## config.mk

```make
export PLATFORM = sky130hd
export DESIGN_NAME = btb_update_ctrl
export DESIGN_NICKNAME = d
export VERILOG_FILES = /design/src/rtl/btb_update_ctrl.sv
export SDC_FILE = /design/constraint.sdc
export NUM_CORES = 1
export LEC_CHECK = 0
export CORE_MARGIN = 8
export CORE_UTILIZATION = 30
export DETAILED_ROUTE_END_ITERATION = 16
export PLACE_DENSITY = 0.51
export SLEW_MARGIN = 20
export SYNTH_ARGS = -nofsm -noshare
export SYNTH_HDL_FRONTEND = slang
export SYNTH_SLANG_ARGS = --single-unit
```

## constraint.sdc

```tcl
create_clock -name clk -period 5.4 [get_ports clk]
set_clock_uncertainty 0.05 [all_clocks]
set_input_delay 0.81 -clock clk [delete_from_list [all_inputs] [get_ports clk]]
set_output_delay 0.81 -clock clk [all_outputs]
set_load 0.01 [all_outputs]
```

## src/rtl/btb_update_ctrl.sv

```systemverilog
// BTB write-port sequencer: flush sweep > pending invalidate > buffered taken-branch updates.
// Optional BTB_UPD_COALESCE_EN: a same-index push overwrites the most recently queued entry.
module btb_update_ctrl #(
  parameter int DEPTH   = 4,
  parameter int ENTRIES = 256
) (
  input  logic                           clk,
  input  logic                           rst,
  input  logic                           upd_valid,
  output logic                           upd_ready,
  input  logic [31:0]                    upd_pc,
  input  logic [31:0]                    upd_target,
  input  logic                           inv_en,
  input  logic [31:0]                    inv_pc,
  input  logic                           flush_req,
  output logic                           flush_busy,
  output logic                           flush_done,
  output logic                           btb_we,
  output logic [31:0]                    btb_pc,
  output logic [31:0]                    btb_target,
  output logic                           btb_valid,
  output logic [$clog2(DEPTH+1)-1:0]     fifo_count
);

  localparam int PW  = $clog2(DEPTH);
  localparam int CW  = $clog2(DEPTH + 1);
  localparam int IDX = $clog2(ENTRIES);

  typedef enum logic [1:0] {IDLE, DRAIN, FLUSH} state_t;

  state_t         state, state_nxt;
  logic [31:0]    fifo_pc  [DEPTH];
  logic [31:0]    fifo_tgt [DEPTH];
  logic [PW:0]    wptr, rptr;
  logic           inv_pend;
  logic [31:0]    inv_pc_q;
  logic [IDX:0]   sweep_cnt, sweep_nxt;
  logic           done_nxt;

  logic           pop, push, alloc, coal;
  logic           inv_sel, inv_set, inv_pend_nxt, work_nxt;

  logic           sel_we_p0, sel_valid_p0;
  logic [31:0]    sel_pc_p0, sel_tgt_p0;

  assign fifo_count = wptr - rptr;
  assign flush_busy = (state == FLUSH);

  assign pop     = (state != FLUSH) && !flush_req && !inv_pend && (fifo_count != '0);
  assign inv_sel = (state != FLUSH) && !flush_req && inv_pend;
  assign inv_set = inv_en && (state != FLUSH) && !flush_req;

`ifdef BTB_UPD_COALESCE_EN
  logic [PW-1:0] tail;
  assign tail = wptr[PW-1:0] - PW'(1);
  // The tail is the last pushed entry; it may only absorb a push if it is not leaving this cycle.
  assign coal = (fifo_count != '0) && (upd_pc[IDX+1:2] == fifo_pc[tail][IDX+1:2]) &&
                !(pop && (fifo_count == CW'(1)));
`else
  assign coal = 1'b0;
`endif

  assign upd_ready    = (state != FLUSH) && !flush_req && ((fifo_count < CW'(DEPTH)) || coal);
  assign push         = upd_valid && upd_ready;
  assign alloc        = push && !coal;
  assign inv_pend_nxt = inv_set || (inv_pend && !inv_sel && !flush_req);
  assign work_nxt     = inv_pend_nxt || alloc || (fifo_count > CW'(pop));

  // Stage p0: select at most one write for the port
  always_comb begin
    state_nxt    = state;
    sweep_nxt    = sweep_cnt;
    done_nxt     = 1'b0;
    sel_we_p0    = 1'b0;
    sel_pc_p0    = btb_pc;
    sel_tgt_p0   = btb_target;
    sel_valid_p0 = btb_valid;
    if (flush_req) begin
      state_nxt    = FLUSH;
      sel_we_p0    = 1'b1;
      sel_pc_p0    = '0;
      sel_tgt_p0   = '0;
      sel_valid_p0 = 1'b0;
      sweep_nxt    = (IDX+1)'(1);
    end else if (state == FLUSH) begin
      if (sweep_cnt == (IDX+1)'(ENTRIES)) begin
        state_nxt = IDLE;
        done_nxt  = 1'b1;
        sweep_nxt = '0;
      end else begin
        sel_we_p0    = 1'b1;
        sel_pc_p0    = {{(30-IDX){1'b0}}, sweep_cnt[IDX-1:0], 2'b00};
        sel_tgt_p0   = '0;
        sel_valid_p0 = 1'b0;
        sweep_nxt    = sweep_cnt + (IDX+1)'(1);
      end
    end else begin
      if (inv_sel) begin
        sel_we_p0    = 1'b1;
        sel_pc_p0    = inv_pc_q;
        sel_tgt_p0   = '0;
        sel_valid_p0 = 1'b0;
      end else if (pop) begin
        sel_we_p0    = 1'b1;
        sel_pc_p0    = fifo_pc[rptr[PW-1:0]];
        sel_tgt_p0   = fifo_tgt[rptr[PW-1:0]];
        sel_valid_p0 = 1'b1;
      end
      state_nxt = work_nxt ? DRAIN : IDLE;
    end
  end

  always_ff @(posedge clk) begin
    if (rst) state <= IDLE;
    else     state <= state_nxt;
  end

  // Stage p1: registered write port and bookkeeping
  always_ff @(posedge clk) begin
    if (rst) begin
      wptr       <= '0;
      rptr       <= '0;
      inv_pend   <= 1'b0;
      sweep_cnt  <= '0;
      flush_done <= 1'b0;
      btb_we     <= 1'b0;
      btb_pc     <= '0;
      btb_target <= '0;
      btb_valid  <= 1'b0;
    end else begin
      sweep_cnt  <= sweep_nxt;
      flush_done <= done_nxt;
      inv_pend   <= inv_pend_nxt;
      btb_we     <= sel_we_p0;
      btb_pc     <= sel_pc_p0;
      btb_target <= sel_tgt_p0;
      btb_valid  <= sel_valid_p0;
      if (flush_req) begin
        wptr <= '0;
        rptr <= '0;
      end else begin
        if (alloc) wptr <= wptr + (PW+1)'(1);
        if (pop)   rptr <= rptr + (PW+1)'(1);
      end
    end
  end

  always_ff @(posedge clk) begin
    if (inv_set) inv_pc_q <= inv_pc;
    if (alloc) begin
      fifo_pc[wptr[PW-1:0]]  <= upd_pc;
      fifo_tgt[wptr[PW-1:0]] <= upd_target;
    end
`ifdef BTB_UPD_COALESCE_EN
    else if (push) begin
      fifo_pc[tail]  <= upd_pc;
      fifo_tgt[tail] <= upd_target;
    end
`endif
  end

endmodule
```

# After elaboration in Yosys (flattened, before gate mapping)
# Memory sizes are Yosys's and may differ from the RTL's. A register that Yosys moved wholly into a read port is not among the register bits.
# Index checks and enable logic that the tools add are counted.
[word_totals]
register_bits = 117
latch_bits = 0
ram_bits = 256
romBits = 0
input_bits = 101
memories = 2
[op_classes]
n_addsub = 4
multipliers = 0
div = 0
order_cmp = 2
n_eq_ne = 6
shifts = 0
n_mux = 31
n_bitwise = 1
n_reduce_logical = 22
[memory_table]
columns = ["name", "words", "word_bits", "rd", "rd_ports_with_merged_regs", "wr", "line", "text"]
rows = [
  ["fifo_pc", 4, 32, 1, 1, 1, "32", "logic [31:0] fifo_pc [DEPTH];"],
  ["fifo_tgt", 4, 32, 1, 1, 1, "33", "logic [31:0] fifo_tgt [DEPTH];"],
]
[ops]
columns = ["operator", "count"]
rows = [
  ["32-bit two-way mux", 8],
  ["1-bit two-way mux", 15],
  ["2-bit two-way mux", 7],
  ["1-bit logical AND", 10],
  ["9-bit by 1-bit adder with 9-bit output (second input constant)", 1],
  ["9-bit equality test (second input constant)", 1],
  ["9-bit two-way mux", 1],
  ["3-bit by 1-bit adder with 3-bit output (second input constant)", 2],
  ["3-bit nonzero test", 2],
  ["2-bit inequality test (second input constant)", 2],
  ["3-bit by 1-bit greater-than comparator with 1-bit output", 1],
  ["1-bit logical NOT", 3],
  ["1-bit logical OR", 3],
  ["3-bit < comparator (second input constant)", 1],
  ["3-bit by 2-bit inequality test with 1-bit output (second input constant)", 1],
  ["3-bit OR reduction", 1],
  ["3-bit subtractor", 1],
  ["2-bit equality test (second input constant)", 1],
  ["2-bit by 1-bit inequality test with 1-bit output (second input constant)", 1],
  ["2-bit AND reduction", 1],
  ["2-bit nonzero test", 1],
  ["2-bit OR reduction", 1],
  ["1-bit NOT", 1],
]

# Logic depth before layout (Yosys ltp)
# Gate-level depths: netlist of run 1.
[logic_depth]
ltp_word = 12
depth_mapped = 9

# Worst setup path before layout of run 1
# No wires, ideal clock.
[synth_path]
kind = "register to register"
from = "reg wptr[0]"
to = "mem fifo_pc[3][0], enable pin"
arrival_ns = 5.086
required_ns = 4.824
path_slack_ns = -0.262
stages_incl_launch_ff = 7
n_path_buf = 0
synth_period_minus_slack_ns = 5.662
path_cell_list = "dfxtp_1 -> inv_1 -> ha_1 -> fa_1 -> xnor3_2 -> inv_1 -> nor4_2"
[synth_via]
elab_chain_cells = 6
[synth_rtl]
columns = ["element", "line", "text"]
rows = [
  ["from (decl)", "34", "logic [PW:0] wptr, rptr;"],
  ["from (signal assigned)", "142", "if (alloc) wptr <= wptr + (PW+1)'(1);"],
  ["3-bit subtractor", "46", "assign fifo_count = wptr - rptr;"],
  ["net fifo_count[2]", "22", "output logic [$clog2(DEPTH+1)-1:0] fifo_count"],
  ["3-bit < comparator", "63", "assign upd_ready = (state != FLUSH) && !flush_req && ((fifo_count < CW'(DEPTH)) || coal);"],
  ["1-bit logical AND", "63", ""],
  ["1-bit logical AND", "64", "assign push = upd_valid && upd_ready;"],
  ["1-bit two-way mux", "150", "if (alloc) begin"],
  ["1-bit two-way mux (implied by the code)", "151", "fifo_pc[wptr[PW-1:0]] <= upd_pc;"],
  ["to (decl)", "32", ""],
]
# The timed path passes the listed nets, and every way through them passes these cells.

# Final worst setup path of run 1
[layout_path]
from = "reg wptr[0]"
to = "out upd_ready"
[layout_via]
elab_chain_cells = 3
[layout_rtl]
columns = ["element", "line", "text"]
rows = [
  ["3-bit subtractor", "46", ""],
  ["3-bit < comparator", "63", ""],
  ["1-bit logical AND", "63", ""],
  ["to (decl)", "10", "output logic upd_ready,"],
]
# Every way passes these cells.

==> results of run 1 <==
==> metrics by stage <==
stage | hold WS [ps] | util [%] | cells
2_1_floorplan | 421 | - | 750
3_3_place_gp | 398 | 35.5 | 1503
3_5_place_dp | 397 | 35.5 | 1503
4_1_cts | 410 | 38.6 | 1583
5_1_grt | 418 | 38.6 | 1583
6_report | 406 | 38.6 | 1584
==> layer usage <==
metal | global-route usage (%) | share of wire, % | vias up
met5 | 0 | 0.041 | -
met4 | 3.72 | 1.9 | 2
met3 | 2.83 | 4.9 | 42
met2 | 19.2 | 48 | 162
met1 | 15.9 | 46 | 3701
li1 | - | - | 3397
==> logic make-up after synthesis <==
group           count (synthesis)  share of synthesized area, %
simple gates                   96                          3.72
buf+inv                        51                          1.81
xor+xnor                       10                         0.734
fa+ha+maj                      10                         0.949
mux                           114                          13.0
flops                         375                          74.3
compound gates                 94                          5.49
==> power breakdown <==
group	switching, mW	internal, mW	total (mW)
clock	1.16	1.77	2.92
combinational	0.142	0.145	0.287
sequential	0.0200	3.16	3.18
==> flip-flops by register name (all words and copies together) (netlist names), named ones only <==
register	cells
inv_pc_q	32
btb_valid	1
inv_pend	1
fifo_tgt	128
sweep_cnt	9
rptr	3
state	2
flush_done	1
wptr	3
btb_pc	32
btb_we	1
fifo_pc	128
btb_target	32
==> worst max-delay path: stages, from the launching register on <==
cell and delay [ps]:
dfxtp_1 350, inv_1 110, ha_1 220, fa_1 360
xnor3_2 360, inv_1 170, nor2_1 130, clkdlybuf4s50_1 550
==> final cells by class <==
type | instances | share of cell area (%)
diodes | 1 | 0.0140
clock buffers | 61 | 6.58
clock inverters | 19 | 1.46
inverters | 10 | 0.210
multi-input cells | 324 | 18.9
flip-flops and latches | 375 | 58.3
well taps | 607 | 4.26
repair buffers | 187 | 10.3
==> synthesized netlist by cell type (11+ instances only) <==
master     number  area (um^2)
edfxtp_1      288         8650
dfxtp_1        87         1740
mux2i_1        60          601
mux4_2         54         1220
a22o_1         32          280
nand2_1        26         97.6
nor2_1         22         82.6
buf_2          18         90.1
clkbuf_1       17         63.8
o2bb2ai_1      14          123
nand3_1        13         65.1
nand3b_1       11         82.6
==> worst max-delay path by stage <==
stage,start,cells after the start,slack (ps),to
2_1_floorplan,wptr[0]$_SDFFE_PP0N_,6,1280,fifo_pc[3][0]$_DFFE_PP_
5_1_grt,wptr[0]$_SDFFE_PP0N_,7,1550,upd_ready
3_5_place_dp,flush_req,5,1850,fifo_tgt[1][5]$_DFFE_PP_
4_1_cts,wptr[0]$_SDFFE_PP0N_,7,1690,upd_ready
3_3_place_gp,flush_req,5,1890,fifo_tgt[1][4]$_DFFE_PP_
6_report,wptr[0]$_SDFFE_PP0N_,7,1720,upd_ready
==> results.sh, run 1 <==
export IMPL_r2r_slack_ps=2210
export IMPL_slew_limit_headroom_pct=35.3
export IMPL_core_mm2=0.0463
export IMPL_vias=7304
export IMPL_final_cell_mix="288 x edfxtp_1, 172 x clkdlybuf4s50_1, 85 x dfxtp_1"
export IMPL_cts_max_path_buffers=3
export IMPL_multi_input_area_mm2=0.00337
export IMPL_fin_ws_ps=1720
export IMPL_hpwl_um=19800
export IMPL_area_delta_synth_final_pct=27.6
export IMPL_setup_viol=0
export IMPL_r2r_end="fifo_tgt[2][2]$_DFFE_PP_"
export IMPL_port_buffers=172
export IMPL_synth_async_reset_ratio_pct=0
export IMPL_crit_type="reg2out"
export IMPL_synth_edf_count=288
export IMPL_synth_cells=750
export IMPL_synth_area_mm2=0.0140
export IMPL_whs_path_depth=1
export IMPL_start_kind="flop"
export IMPL_worstSkewPairLatency_ps=560
export IMPL_min_delay_start="btb_valid$_SDFFE_PP0P_"
export IMPL_maxCapViolCount=0
export IMPL_synth_cell_type_count=51
export IMPL_grt_usage_pct=11.9
export IMPL_cts_sinks=375
export IMPL_firstDrtPassIters=4
export IMPL_ys_ff_latch=375
export IMPL_root_buffer="clkbuf_16"
export IMPL_cts_tree="yes"
export IMPL_cts_resized=0
export IMPL_slew_violations=0
export IMPL_drive_gt1_share_pct=15.8
export IMPL_irDropWorstVdd_v=0.000218
export IMPL_finalHoldViolations=0
export IMPL_whs_endpoint="btb_valid$_SDFFE_PP0P_"
export IMPL_worst_pin_slew_ps=970
export IMPL_fmax_mhz=272
export IMPL_htree_levels=2
export IMPL_wl_um=32100
export IMPL_period_minus_slack_ps=3680
export IMPL_grt_overflow=0
export IMPL_top_level_ports=173
export IMPL_layout_nets=1052
export IMPL_synth_ff_type="edfxtp_1"
export IMPL_tns_ps=0
export IMPL_fp_dieW_um=232
export IMPL_final_common_cell="edfxtp_1"
export IMPL_synth_nets=861
export IMPL_power_per_cell_area_mw_per_mm2=358
export IMPL_cts_made_buffers=43
export IMPL_grt_pass1_vias=7952
export IMPL_dpl_cell_area_mm2=0.0164
export IMPL_cts_setup_buffers=0
export IMPL_vias_per_cell=4.61
export IMPL_clkTransAtPathRegs_ps=60
export IMPL_dpl_worst_slack_ps=1850
export IMPL_synth_warnings=0
export IMPL_cp_required_ps=4540
export IMPL_worstPathMaxFanout=9
export IMPL_regArea_mm2=0.0104
export IMPL_drtIter0Drc=370
export IMPL_total_power_mw=6.39
export IMPL_avgSynthCellArea_um2=18.6
export IMPL_yosysSeqAreaShare_pct=74.3
export IMPL_reg2regPathDepth=7
export IMPL_p_leak_nw=5.90
export IMPL_rows=79
export IMPL_antenna_found_initial=1
export IMPL_outcome="finished, final reports clean"
export IMPL_r2r_start="wptr[0]$_SDFFE_PP0N_"
export IMPL_n_fill_cell=4289
export IMPL_fin_area_mm2=0.0178
export IMPL_place_congestion=0.759
export IMPL_wl_per_cell_um=20.2
export IMPL_worstPathArrival_ps=2820
export IMPL_grt_pass1_wl_um=49000
export IMPL_critPathCaptureType="output port"
export IMPL_rsz0062_at_grt="false"
export IMPL_start_util_pct=30.2
export IMPL_hold_path_class="reg2reg"
export IMPL_final_antenna_net_count=0
export IMPL_die_area_mm2=0.0538
export IMPL_die_h_um=232
export IMPL_grt_max_degree=58
export IMPL_finalCritPeriodShare_pct=68.1
export IMPL_drc=0
export IMPL_ctsHoldBuffers=0
Note: power is estimated with default switching activity, not from simulation.
==> run 2: changes to the inputs <==
==> constraint.sdc (replaced) <==
create_clock -name clk -period 3 [get_ports clk]
set_clock_uncertainty 0.05 [all_clocks]
set_input_delay 0.45 -clock clk [delete_from_list [all_inputs] [get_ports clk]]
set_output_delay 0.45 -clock clk [all_outputs]
set_load 0.01 [all_outputs]
==> results.sh, run 2 (synthesis results as in run 1) <==
export IMPL_firstDrtPassIters=5
export IMPL_outcome="finished, final reports clean"
export IMPL_maxCapViolCount=0
export IMPL_dpl_cell_count=1512
export IMPL_top_level_ports=173
export IMPL_cts_sinks=375
export IMPL_final_antenna_net_count=0
export IMPL_die_area_mm2=0.0538
export IMPL_regArea_mm2=0.0104
export IMPL_final_common_cell="edfxtp_1"
export IMPL_p_leak_nw=5.97
export IMPL_grt_pass1_vias=7991
export IMPL_ctsHoldBuffers=0
export IMPL_fmax_mhz=345
export IMPL_cts_made_buffers=41
export IMPL_period_minus_slack_ps=2890
export IMPL_vias=7302
export IMPL_setup_viol=0
export IMPL_cts_max_path_buffers=3
export IMPL_worstPathMaxFanout=4
export IMPL_finalCritPeriodShare_pct=96.5
export IMPL_grt_max_degree=66
export IMPL_rsz0062_at_grt="false"
export IMPL_finalNonFillerCells=1589
export IMPL_wl_um=33000
export IMPL_grtUsageMet1_pct=16.3
export IMPL_port_buffers=172
export IMPL_rows=79
export IMPL_core_mm2=0.0463
export IMPL_irDropWorstVdd_v=0.000386
export IMPL_slew_limit_headroom_pct=51.8
export IMPL_grtUsageMet3_pct=2.87
export IMPL_reg_largest_list="fifo_pc (128), fifo_tgt (128)"
export IMPL_top_usage_layer="met2"
export IMPL_fp_dieW_um=232
export IMPL_area_delta_synth_final_pct=29.2
export IMPL_worst_pin_slew_ps=722
export IMPL_multi_input_area_mm2=0.00339
export IMPL_grt_overflow=0
export IMPL_worstPathArrival_ps=2390
export IMPL_root_buffer="clkbuf_16"
export IMPL_drc=0
export IMPL_tns_ps=0
export IMPL_drive_gt1_share_pct=17.2
export IMPL_final_cell_mix="288 x edfxtp_1, 171 x clkdlybuf4s50_1, 84 x dfxtp_1"
export IMPL_n_fill_cell=4248
export IMPL_hpwl_um=21100
export IMPL_cts_tree="yes"
export IMPL_hold_path_class="reg2reg"
export IMPL_critPathCaptureType="output port"
export IMPL_cp_required_ps=2500
export IMPL_grt_pass1_wl_um=49800
export IMPL_worstSkewPairLatency_ps=550
export IMPL_slew_violations=0
export IMPL_start_kind="flop"
export IMPL_grtUsageMet2_pct=19.5
export IMPL_total_power_mw=11.4
export IMPL_start_util_pct=30.2
export IMPL_htree_levels=2
export IMPL_fin_area_mm2=0.0181
export IMPL_layout_nets=1060
export IMPL_wl_per_cell_um=20.8
export IMPL_place_congestion=0.774
export IMPL_grt_usage_pct=12.2
export IMPL_vias_per_cell=4.60
export IMPL_finalHoldViolations=0
export IMPL_die_h_um=232
export IMPL_crit_type="reg2out"
export IMPL_antennaDiodeCount=0
export IMPL_drtIter0Drc=343
export IMPL_clkTransAtPathRegs_ps=60
export IMPL_dpl_cell_area_mm2=0.0167
export IMPL_power_per_cell_area_mw_per_mm2=629
export IMPL_antenna_found_initial=1
[run 2: layer usage]
| layer | routed length (um) | vias to the layer above |
|---|---|---|
| met5 | 17 | - |
| met4 | 584 | 2 |
| met3 | 1700 | 48 |
| met2 | 15400 | 170 |
| met1 | 15300 | 3674 |
| li1 | - | 3408 |
[run 2: area by class of cell]
| type | instances | share of cell area (%) |
|---|---|---|
| well taps | 607 | 4.20 |
| multi-input cells | 324 | 18.8 |
| inverters | 10 | 0.222 |
| flip-flops and latches | 375 | 57.6 |
| clock buffers | 57 | 6.52 |
| clock inverters | 19 | 1.15 |
| repair buffers | 197 | 11.6 |
[run 2: repair_timing]
action	CTS	global route
resized for setup	1	0
setup buffers	1	0
setup endpoints to repair	2	0
[run 2: final timing paths]
path	from	endpoint	slack, ps	depth (start not counted)
max	wptr[0]$_SDFFE_PP0N_	fifo_count[2]	110	6
min	btb_valid$_SDFFE_PP0P_	btb_valid$_SDFFE_PP0P_	400	1
max reg2reg	wptr[0]$_SDFFE_PP0N_	fifo_pc[1][15]$_DFFE_PP_	340	8
min reg2reg	btb_valid$_SDFFE_PP0P_	btb_valid$_SDFFE_PP0P_	400	1
[run 2: power by group]
group	internal, mW	leakage, nW	switching [mW]
combinational	0.277	1.98	0.273
clock	3.10	0.670	2.01
sequential	5.68	3.32	0.0338
total	9.06	5.97	2.32
[run 2: critical path: stages (launching register included)]
cell	delay, ps
dfxtp_2	350
inv_2	70
ha_4	160
fa_2	320
xnor3_2	280
inv_4	110
clkdlybuf4s50_1	550
[run 2: metrics by stage]
| stage | hold WS (ps) | setup slack (ps) | utilization (%) |
|---|---|---|---|
| after floorplan | 421 | -868 | - |
| after global placement | 390 | 388 | 36.0 |
| after detailed placement | 394 | 374 | 36.0 |
| after CTS | 364 | 60.9 | 39.1 |
| after global routing | 378 | 1.39 | 39.1 |
| final | 404 | 105 | 39.1 |
